===== src/rtl/inst_encoder_pkg.sv =====
// Shared definitions for the instruction encoder and the core's immediate
// generator: format codes, opcode field positions and immediate limits.
package inst_encoder_pkg;

  // Immediate format selected by opcode[6:5]: 00 -> I, 01 -> S, 1x -> B.
  typedef enum logic [1:0] {
    FMT_I = 2'd0,
    FMT_S = 2'd1,
    FMT_B = 2'd2
  } fmt_e;

  // Opcode bits that select the immediate format.
  localparam int OPC_FMT_HI = 6;
  localparam int OPC_FMT_LO = 5;

  // Signed immediate ranges.  B immediates are byte offsets and must be even.
  localparam int IMM12_MIN = -2048;
  localparam int IMM12_MAX = 2047;
  localparam int IMM13_MIN = -4096;
  localparam int IMM13_MAX = 4094;

  function automatic fmt_e fmt_of(input logic [1:0] sel);
    fmt_e f;
    if (sel[1])      f = FMT_B;
    else if (sel[0]) f = FMT_S;
    else             f = FMT_I;
    return f;
  endfunction

endpackage


===== src/rtl/enc_skid_buf.sv =====
// Two-entry FIFO output buffer for the instruction encoder.
// Ports:
//   clk, rst       clock, synchronous active-high reset
//   i_push, i_data write one entry (ignored when full)
//   i_pop          consumer takes the head entry (ignored when empty)
//   o_valid        head entry present
//   o_data         head entry; RESET_VAL after reset
//   o_count        occupancy 0..2 (also serves as the debug view of state)
// Handshake: an entry moves when valid and ready are both high at a rising
// edge; o_data is held stable while o_valid is high and it is not popped.
module enc_skid_buf #(
  parameter int W = 40,
  parameter logic [W-1:0] RESET_VAL = '0
) (
  input  logic         clk,
  input  logic         rst,
  input  logic         i_push,
  input  logic [W-1:0] i_data,
  input  logic         i_pop,
  output logic         o_valid,
  output logic [W-1:0] o_data,
  output logic [1:0]   o_count
);

  logic [W-1:0] r_mem [0:1];
  logic         r_rd_ptr;
  logic         r_wr_ptr;
  logic [1:0]   r_count;

  logic w_push;
  logic w_pop;

  assign w_push = i_push && (r_count != 2'd2);
  assign w_pop  = i_pop && (r_count != 2'd0);

  always_ff @(posedge clk) begin
    if (rst) begin
      r_mem[0] <= RESET_VAL;
      r_mem[1] <= RESET_VAL;
      r_rd_ptr <= 1'b0;
      r_wr_ptr <= 1'b0;
      r_count  <= 2'd0;
    end else begin
      if (w_push) begin
        r_mem[r_wr_ptr] <= i_data;
        r_wr_ptr        <= ~r_wr_ptr;
      end
      if (w_pop) begin
        r_rd_ptr <= ~r_rd_ptr;
      end
      case ({w_push, w_pop})
        2'b10:   r_count <= r_count + 2'd1;
        2'b01:   r_count <= r_count - 2'd1;
        default: r_count <= r_count;
      endcase
    end
  end

  assign o_valid = (r_count != 2'd0);
  assign o_data  = r_mem[r_rd_ptr];
  assign o_count = r_count;

endmodule


===== src/rtl/inst_encoder.sv =====
// Instruction encoder: packs decoded instruction fields back into a 32-bit
// word (inverse of the immediate generator), range-checks the immediate,
// tags each good word with a sequential instruction-memory word address and
// queues it in a two-entry output buffer.
// Ports:
//   clk, rst                synchronous active-high reset
//   in_valid / in_ready     field bundle handshake
//   in_opcode, in_funct3, in_rd, in_rs1, in_rs2, in_imm   instruction fields
//   out_valid / out_ready   encoded word handshake
//   out_inst, out_addr      encoded word and its word address
//   err_pulse               one cycle after an accepted bundle is rejected
//   err_count               saturating reject count
// Handshake: a transfer happens when valid and ready are both high at a
// rising edge.  in_ready comes from registered occupancy only.
module inst_encoder
  import inst_encoder_pkg::*;
#(
  parameter int          ADDR_W    = 8,
  parameter int unsigned BASE_ADDR = 0
) (
  input  logic              clk,
  input  logic              rst,
  input  logic              in_valid,
  output logic              in_ready,
  input  logic [6:0]        in_opcode,
  input  logic [2:0]        in_funct3,
  input  logic [4:0]        in_rd,
  input  logic [4:0]        in_rs1,
  input  logic [4:0]        in_rs2,
  input  logic [31:0]       in_imm,
  output logic              out_valid,
  input  logic              out_ready,
  output logic [31:0]       out_inst,
  output logic [ADDR_W-1:0] out_addr,
  output logic              err_pulse,
  output logic [7:0]        err_count
);

  localparam logic [ADDR_W-1:0] BASE = ADDR_W'(BASE_ADDR);

  fmt_e               w_fmt;
  logic [31:0]        w_inst;
  logic               w_in_range;
  logic               w_accept;
  logic               w_push;
  logic               w_reject;
  logic [1:0]         w_count;
  logic [31+ADDR_W:0] w_buf_data;

  logic [ADDR_W-1:0]  r_addr;
  logic               r_err_pulse;
  logic [7:0]         r_err_count;

  assign w_fmt = fmt_of(in_opcode[OPC_FMT_HI:OPC_FMT_LO]);

  always_comb begin
    w_inst     = '0;
    w_in_range = 1'b0;
    case (w_fmt)
      FMT_I: begin
        w_inst     = {in_imm[11:0], in_rs1, in_funct3, in_rd, in_opcode};
        w_in_range = ($signed(in_imm) >= IMM12_MIN) && ($signed(in_imm) <= IMM12_MAX);
      end
      FMT_S: begin
        w_inst     = {in_imm[11:5], in_rs2, in_rs1, in_funct3, in_imm[4:0], in_opcode};
        w_in_range = ($signed(in_imm) >= IMM12_MIN) && ($signed(in_imm) <= IMM12_MAX);
      end
      default: begin
        // imm[0] is implied zero in a branch offset, so odd offsets are rejected.
        w_inst     = {in_imm[12], in_imm[10:5], in_rs2, in_rs1, in_funct3,
                      in_imm[4:1], in_imm[11], in_opcode};
        w_in_range = ($signed(in_imm) >= IMM13_MIN) && ($signed(in_imm) <= IMM13_MAX)
                     && !in_imm[0];
      end
    endcase
  end

  assign in_ready   = (w_count != 2'd2);
  assign w_accept   = in_valid && in_ready;
  assign w_push     = w_accept && w_in_range;
  assign w_reject   = w_accept && !w_in_range;
  // Address is bound to the word when it enters the buffer.
  assign w_buf_data = {w_inst, r_addr};

  always_ff @(posedge clk) begin
    if (rst) begin
      r_addr      <= BASE;
      r_err_pulse <= 1'b0;
      r_err_count <= 8'd0;
    end else begin
      if (w_push) begin
        r_addr <= r_addr + 1'b1;
      end
      r_err_pulse <= w_reject;
      if (w_reject && (r_err_count != 8'hFF)) begin
        r_err_count <= r_err_count + 8'd1;
      end
    end
  end

  enc_skid_buf #(
    .W         (32 + ADDR_W),
    .RESET_VAL ({32'd0, BASE})
  ) u_buf (
    .clk     (clk),
    .rst     (rst),
    .i_push  (w_push),
    .i_data  (w_buf_data),
    .i_pop   (out_ready),
    .o_valid (out_valid),
    .o_data  ({out_inst, out_addr}),
    .o_count (w_count)
  );

  assign err_pulse = r_err_pulse;
  assign err_count = r_err_count;

endmodule

===== config.mk =====
export PLATFORM = sky130hd
export DESIGN_NAME = inst_encoder
export DESIGN_NICKNAME = d
export VERILOG_FILES = /design/src/rtl/inst_encoder_pkg.sv /design/src/rtl/enc_skid_buf.sv /design/src/rtl/inst_encoder.sv
export SDC_FILE = /design/constraint.sdc
export NUM_CORES = 1
export LEC_CHECK = 0
export CORE_MARGIN = 3
export CORE_UTILIZATION = 35
export DETAILED_ROUTE_END_ITERATION = 7
export GPL_TIMING_DRIVEN = 0
export PLACE_DENSITY = 0.69
export SYNTH_ARGS = -nofsm -noshare
export SYNTH_HDL_FRONTEND = slang
export SYNTH_HIERARCHICAL = 1
export SYNTH_SLANG_ARGS = --single-unit

===== constraint.sdc =====
create_clock -name clk -period 5.45 [get_ports clk]
set_input_delay 0.8175 -clock clk [delete_from_list [all_inputs] [get_ports clk]]
set_output_delay 0.8175 -clock clk [all_outputs]
set_load 0.05 [all_outputs]

==> metrics.yaml <==
timing:
  rsz0062_at_grt: "no"
  whs_ns: 0.525
  setup_tns_ns: 0
  setup_slack_ns: 1.86
  fin_crit_ns: 3.59
  worst_pin_slew_ns: 0.830
  hold_violations: 0
  fin_crit_sh_pct: 65.8
  finClkSkew_ns: 0.00443
  setup_viol: 0
  maxSlewViolCount: 0
  slew_headroom_pct: 44.4
  max_freq_ghz: 0.279
synth:
  synth_nets: 476
  synth_xor_area_share_pct: 1.82
  netlist_instances: 412
  ys_seq_area_share_pct: 59.0
  async_flop_share_pct: 0
  yosys.area_share.adder_pct: 0.778
  ys_warn_count: 6
  synth_top_family_by_area: "simple AND/OR/NAND/NOR gates"
  synth-simple-area-share_pct: 20.1
  synth-seq-cells: 102
  netlist_area_um2: 4820
  synth.distinct_cells: 44
  synth_flop_cell: "edfxtp_1"
  synth_compound_area_share_pct: 4.10
  synth_edf_count: 80
  synth.avg_cell_area_um2: 11.7
  muxShareOfSynthArea_pct: 12.1
route:
  viasPerCell: 4.86
  post_drt_wl_per_cell_um: 15.5
  totalWireLength_um: 11100
  dr.pass1.iters: 5
  drtAntennaViolNets: 0
  drt_iter0_drc: 154
  route.detailed.drc: 0
  vias: 3477
cells_and_area:
  multiInputGateArea_um2: 1880
  diodes: 0
  design_area_um2: 6500
  seq_area_um2: 2840
  drive_gt1_share_pct: 17.6
  nNetsFinal: 599
  mostFrequentLayoutCells: "clkdlybuf4s50_1, nor2_1, edfxtp_1, mux2_2, nand2b_1"
  fillCellCount: 1237
  final_common_cell: "clkdlybuf4s50_1"
  final_cells: 716
  final_util_pct: 48.7
  syn2layout_area_growth_pct: 34.8
pwr:
  swShare_pct: 23.3
  p_switching_mw: 0.395
  pwr-share-seq_pct: 50.8
  combPwrFrac_pct: 10.7
  p_int_mw: 1.30
  irDropWorstVdd_uv: 147
  total_power_mw: 1.70
  power.density_nw_per_um2: 261
  p_leak_nw: 2.21
  clkPwrFrac_pct: 38.5
placed_design:
  portBuffers: 110
  post-place-cells: 700
  place_hpwl_um: 7960
  globalplace.congestion: 0.791
  place_ws_ns: 1.50
  placed_area_um2: 6200
clock_network:
  htreeDepth: 3
  post_cts_buffers: 0
  clockBufferDepth: 2
  cts.clk_slew.worst_paths_ns: 0.07
  cts_tree: "built"
  cts_sinks: 102
  cts_buffers: 9
  clkLatencyLatePin_ns: 0.35
  hold_buffers: 0
  cts_root_buf: "clkbuf_16"
  ctsResizeCount: 0
grt:
  antenna_found_initial: 0
  top_usage_layer: "met2"
  grt_pass1_wl_um: 17700
  grt_start_max_net_pins: 26
  use_met2_pct: 26.1
  grt_use_total_pct: 15.4
  grt_pass1_vias: 3583
  gr-total-overflow: 0
  grt.met3_usage_pct: 4.03
  use_met1_pct: 18.8
flow_run:
  maxCapViolations: 0
worst_setup_path:
  critPathLaunchType: "input pin"
  reg2reg_from: "u_buf/o_count[0]"
  worstSetupEndpointType: "flop"
  startpoint: "in_imm[25]"
  rrSetupSlack_ns: 2.82
  cp.arrival_ns: 3.64
  required_ns: 5.50
  worstSetupPathType: "input pin to flop"
  cp_max_fo: 22
floorplanning:
  coreArea_um2: 13300
  rows: 42
  die_w_um: 123
  die_area_um2: 15200
  initial_core_util_pct: 36.1
  chipHeight_um: 123
  boundaryPins: 112
hold_path:
  min_from: "err_count[6]"
  hold_class: "flop to flop"
outcome:
  status: "complete, no violations"
registers in the layout, indices dropped and copies added, names as in the netlist, named ones only:
signal	flops
u_buf/r_mem	80
err_count	8
r_addr	8
u_buf/o_count	2
err_pulse	1
u_buf/r_rd_ptr	1
u_buf/r_wr_ptr	1
cell type report:
type | count | share of cell area [%]
sequential | 102 | 43.7
multi-input combinational | 286 | 28.9
timing repair buffer | 112 | 17.7
clock buffer | 9 | 3.46
tap | 176 | 3.39
buffer | 19 | 1.33
clock inverter | 7 | 1.23
inverter | 5 | 0.289
power by group through the flow:
stage               clock network, mW  logic [mW]  registers, mW
finish                          0.653       0.181          0.862
global route                    0.706       0.193          0.864
CTS                             0.676       0.183          0.862
detailed placement                  0       0.182          0.880
global placement                    0       0.176          0.880
floorplan                           0      0.0855          0.886
synth_stat cells (5+ instances only):
cell / number / area [um2]
nor2_1: 100 / 375
clkbuf_1: 6 / 22.5
edfxtp_1: 80 / 2400
nand2b_1: 43 / 269
nand3_1: 7 / 35.0
nand2_1: 8 / 30.0
dfxtp_1: 22 / 440
nor4_1: 6 / 37.5
nand4_1: 9 / 56.3
inv_1: 5 / 18.8
buf_2: 12 / 60.1
a21oi_1: 11 / 55.1
mux2_2: 50 / 563
o21ai_0: 7 / 35.0
xnor2_1: 6 / 52.6
routing by layer:
layer  up-vias  share of wire [%]
met1      1662                 43
met4         0                1.5
li1       1708                  -
met3        12                6.1
met5         -                  0
met2        95                 50
cells by family (layout without fill, tap and decap cells):
group	Yosys count	in the layout
buffers and inverters	24	152
AOI/OAI and AO/OA	28	28
DFF	102	102
muxes	52	52
xor gates and xnor gates	10	10
adders and majority gates	3	3
and+or+nand+nor	193	193
final timing paths:
| check | to | cells past startpoint |
|---|---|---|
| min reg2reg | err_count[6] | 2 |
| max | u_buf/r_mem[1][0] | 8 |
| max reg2reg | u_buf/r_mem[1][0] | 6 |
| min | err_count[6] | 2 |
critical path, stage by stage:
cell	delay, ns
clkdlybuf4s50_1	0.43
or4_4	0.58
o41ai_4	0.28
nand2_4	0.14
nor3_4	0.42
nand3_2	0.22
nand2b_2	0.49
buf_16	0.25
Note: power is estimated with default switching activity, not from simulation.
